<file path="src/rtl/pc_sequencer_if.sv">
// Handshake and instruction-address bundle between the program sequencer
// and its environment (launch/halt control, branch-target table, fetch).
interface pc_sequencer_if #(
    parameter int PC_W = 10
);
    logic            Start;
    logic            Halt;
    logic            BranchEn;
    logic [PC_W-1:0] Target;
    logic [PC_W-1:0] ProgCounter;
    logic [1:0]      ProgState;
    logic            Busy;
    logic            Done;
    logic            Timeout;

    // Environment side: launches programs, decodes halts, returns targets.
    modport master (
        output Start,
        output Halt,
        output BranchEn,
        output Target,
        input  ProgCounter,
        input  ProgState,
        input  Busy,
        input  Done,
        input  Timeout
    );

    // Sequencer side.
    modport slave (
        input  Start,
        input  Halt,
        input  BranchEn,
        input  Target,
        output ProgCounter,
        output ProgState,
        output Busy,
        output Done,
        output Timeout
    );
endinterface

</file>
<file path="src/rtl/pc_sequencer.sv">
// Program counter and program sequencer. Runs programs 1 -> 2 -> 3 -> 1,
// one per Start/Done handshake, and selects the active program bank of the
// branch-target table through ProgState. A watchdog forcibly ends any
// program that runs for WDOG_LIMIT cycles and leaves a sticky Timeout flag.
//
//  state | meaning
//  ------+-----------------------------------------------------------
//  IDLE  | no program running; ProgCounter holds, waits for Start
//  RUN   | program ProgState executing; PC steps, branches or ends
module pc_sequencer #(
    parameter int              PC_W       = 10,
    parameter logic [PC_W-1:0] P1_START   = 10'd0,
    parameter logic [PC_W-1:0] P2_START   = 10'd256,
    parameter logic [PC_W-1:0] P3_START   = 10'd512,
    parameter logic [15:0]     WDOG_LIMIT = 16'd65535
) (
    input logic           Clk,
    input logic           Reset,
    pc_sequencer_if.slave bus
);

    typedef enum logic {
        IDLE = 1'b0,
        RUN  = 1'b1
    } state_t;

    localparam logic [15:0] WDOG_LAST = WDOG_LIMIT - 16'd1;

    state_t          state;
    logic [PC_W-1:0] prog_counter;
    logic [1:0]      prog_state;
    logic [1:0]      next_prog;
    logic [15:0]     wdog_cnt;
    logic            busy;
    logic            done;
    logic            timeout;

    logic            wdog_hit;
    logic [PC_W-1:0] launch_addr;
    logic [1:0]      prog_after;

    // Watchdog terminal count and launch-address / program-rotation decode.
    always_comb begin
        wdog_hit = (wdog_cnt == WDOG_LAST);
        case (next_prog)
            2'b10:   launch_addr = P2_START;
            2'b11:   launch_addr = P3_START;
            default: launch_addr = P1_START;
        endcase
        case (next_prog)
            2'b01:   prog_after = 2'b10;
            2'b10:   prog_after = 2'b11;
            default: prog_after = 2'b01;
        endcase
    end

    // Sequencer FSM with registered outputs; Halt outranks the watchdog,
    // which outranks a taken branch, which outranks sequential fetch.
    always_ff @(posedge Clk) begin
        if (Reset) begin
            state        <= IDLE;
            prog_counter <= '0;
            prog_state   <= 2'b00;
            next_prog    <= 2'b01;
            wdog_cnt     <= 16'd0;
            busy         <= 1'b0;
            done         <= 1'b0;
            timeout      <= 1'b0;
        end else begin
            done <= 1'b0;
            case (state)
                IDLE: begin
                    if (bus.Start) begin
                        state        <= RUN;
                        prog_state   <= next_prog;
                        prog_counter <= launch_addr;
                        wdog_cnt     <= 16'd0;
                        busy         <= 1'b1;
                    end
                end
                RUN: begin
                    if (bus.Halt || wdog_hit) begin
                        state      <= IDLE;
                        prog_state <= 2'b00;
                        busy       <= 1'b0;
                        done       <= 1'b1;
                        next_prog  <= prog_after;
                        // A genuine Halt on the last allowed cycle is not a timeout.
                        if (!bus.Halt) begin
                            timeout <= 1'b1;
                        end
                    end else begin
                        if (bus.BranchEn) begin
                            prog_counter <= bus.Target;
                        end else begin
                            prog_counter <= prog_counter + 1'b1;
                        end
                        wdog_cnt <= wdog_cnt + 16'd1;
                    end
                end
                default: begin
                    state <= IDLE;
                end
            endcase
        end
    end

    assign bus.ProgCounter = prog_counter;
    assign bus.ProgState   = prog_state;
    assign bus.Busy        = busy;
    assign bus.Done        = done;
    assign bus.Timeout     = timeout;

endmodule

</file>
<file path="src/flat_wrapper.sv">
// flat-port wrapper written by rule: the top's interface ports become plain ports
module pc_sequencer_flat 
#(
    parameter int              PC_W       = 10,
    parameter logic [PC_W-1:0] P1_START   = 10'd0,
    parameter logic [PC_W-1:0] P2_START   = 10'd256,
    parameter logic [PC_W-1:0] P3_START   = 10'd512,
    parameter logic [15:0]     WDOG_LIMIT = 16'd65535
)
  (Clk, Reset, bus_Start, bus_Halt, bus_BranchEn, bus_Target, bus_ProgCounter, bus_ProgState, bus_Busy, bus_Done, bus_Timeout);
  pc_sequencer_if #(.PC_W(PC_W)) bus_i ();
  input logic Clk;
  input logic Reset;
  input wire logic [$bits(bus_i.Start)-1:0] bus_Start;
  input wire logic [$bits(bus_i.Halt)-1:0] bus_Halt;
  input wire logic [$bits(bus_i.BranchEn)-1:0] bus_BranchEn;
  input wire logic [$bits(bus_i.Target)-1:0] bus_Target;
  output wire logic [$bits(bus_i.ProgCounter)-1:0] bus_ProgCounter;
  output wire logic [$bits(bus_i.ProgState)-1:0] bus_ProgState;
  output wire logic [$bits(bus_i.Busy)-1:0] bus_Busy;
  output wire logic [$bits(bus_i.Done)-1:0] bus_Done;
  output wire logic [$bits(bus_i.Timeout)-1:0] bus_Timeout;
  assign bus_i.Start = bus_Start;
  assign bus_i.Halt = bus_Halt;
  assign bus_i.BranchEn = bus_BranchEn;
  assign bus_i.Target = bus_Target;
  assign bus_ProgCounter = bus_i.ProgCounter;
  assign bus_ProgState = bus_i.ProgState;
  assign bus_Busy = bus_i.Busy;
  assign bus_Done = bus_i.Done;
  assign bus_Timeout = bus_i.Timeout;
  pc_sequencer #(.PC_W(PC_W), .P1_START(P1_START), .P2_START(P2_START), .P3_START(P3_START), .WDOG_LIMIT(WDOG_LIMIT)) u_core (.Clk(Clk), .Reset(Reset), .bus(bus_i));
endmodule
</file>
<file path="config.mk">
export PLATFORM = sky130hd
export DESIGN_NAME = pc_sequencer_flat
export DESIGN_NICKNAME = d
export VERILOG_FILES = /design/src/rtl/pc_sequencer_if.sv /design/src/rtl/pc_sequencer.sv /design/src/flat_wrapper.sv
export SDC_FILE = /design/constraint.sdc
export NUM_CORES = 1
export LEC_CHECK = 0
export CORE_MARGIN = 8
export CORE_UTILIZATION = 45
export CTS_BUF_LIST = sky130_fd_sc_hd__clkbuf_8
export DETAILED_ROUTE_END_ITERATION = 10
export PLACE_DENSITY = 0.69
export SLEW_MARGIN = 0
export SYNTH_ARGS = -nofsm -noshare
export SYNTH_HDL_FRONTEND = slang
export SYNTH_SLANG_ARGS = --single-unit
</file>
<file path="constraint.sdc">
create_clock -name Clk -period 3.45 [get_ports Clk]
set_input_delay 0.69 -clock Clk [delete_from_list [all_inputs] [get_ports Clk]]
set_output_delay 0.69 -clock Clk [all_outputs]
set_load 0.005 [all_outputs]
</file>
Word-level counts from Yosys, hierarchy flattened. Cells that the tools add are included.

Add/sub/neg operators: 2. Multipliers: 0. Divide/modulo/power cells: 0. Magnitude comparators: 0. Equal/unequal tests: 7. Shifts and indexed selects: 0. Muxes and demuxes: 19. Bitwise logic cells: 2. Reduce and logical (&&, ||, !) cells: 6.

Operators with widths (number): $pmux 10 s2 (2); $mux 16 (2); $pmux 16 s2 (1); $mux 10 (3); $add 16x1->16 const B (1); $eq 16x16->1 const B (1); $add 10x1->10 const B (1); $pmux 2 s2 (2); $ne 2x2->1 const B (3); $reduce_and 2->1 (3); $mux 1 (5); $eq 2x2->1 const B (2); $mux 2 (2); $pmux 1 s2 (2); $reduce_and 3->1 (1); $eq 2x1->1 const B (1); $not 1->1 (2); $reduce_or 2->1 (1); $logic_or 1x1->1 (1).

Bits in registers: 34. Bits in latches: 0. RAM bits: 0. Memory bits (read-only): 0. Output and inout port bits: 15. Memories kept: 0.

Logic depth before layout (Yosys ltp).
Depth in word-level cells: 4. Mapped depth: 8. Mapped depth without buffers: 7.

Least setup slack after synthesis. Ideal clock, no wire load.

Path kind: input to register. Start: input bus_Halt. End: register u_core.wdog_cnt[15]. Setup time: 0.065 ns. Arrival time: 1.979 ns. Setup slack: 1.406 ns. Stages on the path: 5. Buffers on the path: 0. Cells stage by stage: nand2b_1 -> or3_1 -> nor4_1 -> mux2_2 -> nor2_1.

Cells in the longest elaborated chain, start to end: 3.

Ends and longest elaborated chain: start: declaration (line flat_wrapper.sv:15) `input wire logic [$bits(bus_i.Halt)-1:0] bus_Halt;`; $logic_or 1x1->1 (line pc_sequencer.sv:82) `if (bus.Halt || wdog_hit) begin`; $ne 2x2->1 (no source line); $reduce_and 2->1 (no source line); end signal: assignment (line pc_sequencer.sv:98) `wdog_cnt <= wdog_cnt + 16'd1;`; end: declaration (line pc_sequencer.sv:33) `logic [15:0] wdog_cnt;`.

Every way passes these cells. A chain may end at the register's enable or synchronous reset.

Final worst setup path. Ends and elaborated chain as after synthesis.

==> run summary <==
Outcome -> complete, no violations
Cell area after synthesis -> 1849 um2
Post-Syn Area per Cell -> 8.147 um2
H-tree lvl count -> 2
Sequential area share after synthesis -> 36.81%
CTS Hold Bufs -> 0
CP Depth -> 6
Reg power frac -> 51.5%
Met3 GRT Util -> 4.911%
CTS tree -> built
WL final -> 4.348 mm
Worst Reg-to-Reg Cells -> 6
Synth area leaders -> dfxtp_1 (37%), a21oi_1 (5.7%), nand3_1 (5.7%), nand2_1 (5.5%), ha_1 (4.1%)
Worst-case clock skew -> 6.596 ps
Primary FF master, synth -> dfxtp_1
Nets -> 275
CP startpoint kind -> primary input
Pre-CTS setup slack -> 773.6 ps
Post-route minimum period -> 2380 ps
Lkg Pwr -> 0.7516 nW
Wire per inst -> 14.26 um
Placement Cell Area -> 2161 um2
Largest net degree at the start of global routing -> 22
I/O pin count -> 30
TNS Setup -> 0 ps
Placement row count -> 23
Register area -> 680.7 um2
YS warnings -> 0
Top-count cell post-synth -> dfxtp_1
Worst setup slack after layout -> 1070 ps
Clk pin slew, worst setup/hold paths -> 70 ps
Biggest fanout along the worst timing path -> 7
Area of the multi-input gates -> 1101 um2
Hold path cells -> 2
Critical Path RT -> 3680 ps
Asr flop ratio synth -> 0%
Fmax -> 420.1 MHz
Met1 usage -> 16.86%
Die footprint -> 6417 um2
Initial antenna violation count -> 0
Root buffer cell -> clkbuf_8
Power share of the combinational group -> 10.8%
RD Place Congestion -> 0.7826
Max_cap viols -> 0
Max VDD drop -> 0.0002908 V
Setup CP Type -> primary input to register
Design area -> 2252 um2
Die height -> 80.11 um
Area Overhead vs Synth -> 21.79%
Post-synth top area cell -> dfxtp_1
Die X -> 80.11 um
Clock Power Share -> 37.7%
Endpoint class of the critical path -> register
P_sw -> 0.1967 mW
Worst-skew pair later-pin latency -> 290 ps
Layout cells sized above 1 -> 8.235%
GR peak layer -> met2
DRT iter0 DRCs -> 80
Final hold vios -> 0
Vias in the first global route -> 1614
CTS Sinks -> 34
Post-synth EDFFs -> 0
Fin crit share -> 69.00%
Vias/cell -> 5.584
Sw Ratio -> 24.61%
Max stage delay cell, worst path -> or3_1
RSZ-0062 raised after global routing -> no
Share of the synthesized area in the top cell type -> 36.81%
CP Buf/Inv Count -> 1
Global-route wire length before repair -> 7.445 mm
Count of cell types in the netlist -> 45
Gr usage total -> 14.44%
CP delay by family, top -> simple AND/OR/NAND/NOR gates
Synthesized Nets -> 248
DR DRC count -> 0
Max Slew Vio Count -> 0
N_diodes -> 0
Total CTS buffers -> 5
#FFs+latches synth -> 34
Vias -> 1703
Hold Crit Class -> register to register
Postcts setup bufs -> 0
Worst-path cell chain -> clkdlybuf4s50_1 -> nand2b_1 -> or3_1 -> nor4_1 -> mux2_2 -> nor2_1
Top cells by count, synth -> dfxtp_1 (34), nand2_1 (27), a21oi_1 (21), nand3_1 (21), nor2_1 (20)
Effective utilization at floorplan -> 46.57%
Post_cts resized -> 0
Antenna Violating Nets Remaining -> 0
Setup violation total in the final timing report -> 0
Rel. slew slack -> 57.72%
PD cells -> 355.0 nW/um2
Max incr delay on CP -> 470 ps
Final HPWL from detailed placement -> 3.054 mm
CTS Buffer Depth -> 2
Global-route track usage on met2 -> 23.77%
Synth Instances -> 227
First-pass detailed-route iteration total -> 4
Internal power -> 0.6027 mW
Tightest Pin Transition -> 632.7 ps
CP Data Arrival Time -> 2610 ps
Grt ovf -> 0
Filler cells -> 400
Input/output buffers -> 29
Core area -> 3971 um2
[registers in the layout (all words and copies together), names as in the netlist]
signal,cells
u_core.next_prog,2
u_core.bus.ProgState,2
u_core.bus.Timeout,1
u_core.wdog_cnt,16
u_core.bus.ProgCounter,10
u_core.state,1
u_core.bus.Busy,1
u_core.bus.Done,1
[path summary, 6_finish.rpt]
| kind | slack, ps | endpoint | start |
|---|---|---|---|
| hold / removal | 460 | u_core.bus.ProgState[1]$_SDFFE_PP0P_ | u_core.bus.ProgState[1]$_SDFFE_PP0P_ |
| setup reg to reg | 1390 | u_core.next_prog[0]$_SDFFE_PP1P_ | u_core.wdog_cnt[0]$_SDFFE_PP0P_ |
| hold reg to reg | 460 | u_core.bus.ProgState[1]$_SDFFE_PP0P_ | u_core.bus.ProgState[1]$_SDFFE_PP0P_ |
| setup / recovery | 1070 | u_core.wdog_cnt[15]$_SDFFE_PP0P_ | bus_Halt |
[cells in the final DEF, fill, tap and decap left out, types with 5 or more instances in the layout]
master	n
a21oi_1	21
clkbuf_8	6
clkdlybuf4s50_1	29
dfxtp_1	34
ha_1	6
inv_1	6
nand2_1	27
nand3_1	21
nand4_1	7
nor2_1	20
nor3_1	7
o211ai_1	5
o21ai_0	6
xnor2_1	8
xor2_1	5
[through the flow]
step | total power [mW] | utilization, % | std cells | hold WS (ps)
6_report | 0.7995 | 56.71 | 305 | 464.8
5_1_grt | 0.8362 | 56.71 | 305 | 496.9
4_1_cts | 0.8049 | 56.71 | 305 | 468.6
3_5_place_dp | 0.5074 | 54.41 | 297 | 459.6
3_3_place_gp | 0.5068 | 54.41 | 297 | 449.8
2_1_floorplan | 0.4681 | - | 227 | 459.8
[power by group through the flow]
stage	logic, mW	registers, mW	clock network [mW]
2_1_floorplan	0.0498	0.418	0
3_3_place_gp	0.0862	0.421	0
3_5_place_dp	0.0869	0.421	0
4_1_cts	0.0872	0.412	0.306
5_1_grt	0.0960	0.413	0.327
6_report	0.0860	0.412	0.302
[cell type report]
cell class / instances / share of cell area (%)
Clock buffer: 6 / 3.667
Clock inverter: 2 / 0.3889
Inverter: 5 / 0.8333
Multi-Input combinational cell: 178 / 48.89
Sequential cell: 34 / 30.22
Tap cell: 50 / 2.778
Timing Repair Buffer: 30 / 13.22
[worst reg2reg max path: cells and delay by family (launching register included)]
family,cells,cell delay [ps]
buffers and inverters,1,80
flip-flops,1,370
adder cells (fa/ha/maj),1,150
AO/OA/AOI/OAI,2,650
AND/OR/NAND/NOR,2,700
[routing by layer]
layer / share of wire, % / wire [um]
met1: 46 / 1979
met2: 48 / 2073
met3: 5.3 / 229
met4: 1.5 / 65
met5: 0 / 0
[logic make-up after synthesis]
logic type	after synthesis	share of synthesized area (%)
mux	4	2.436
flops	34	36.81
compound gates	44	15.02
buf+inv	15	3.653
fa+ha+maj	6	4.059
xor+xnor	13	6.157
simple gates	111	31.87
Note: power is estimated with default switching activity, not from simulation.
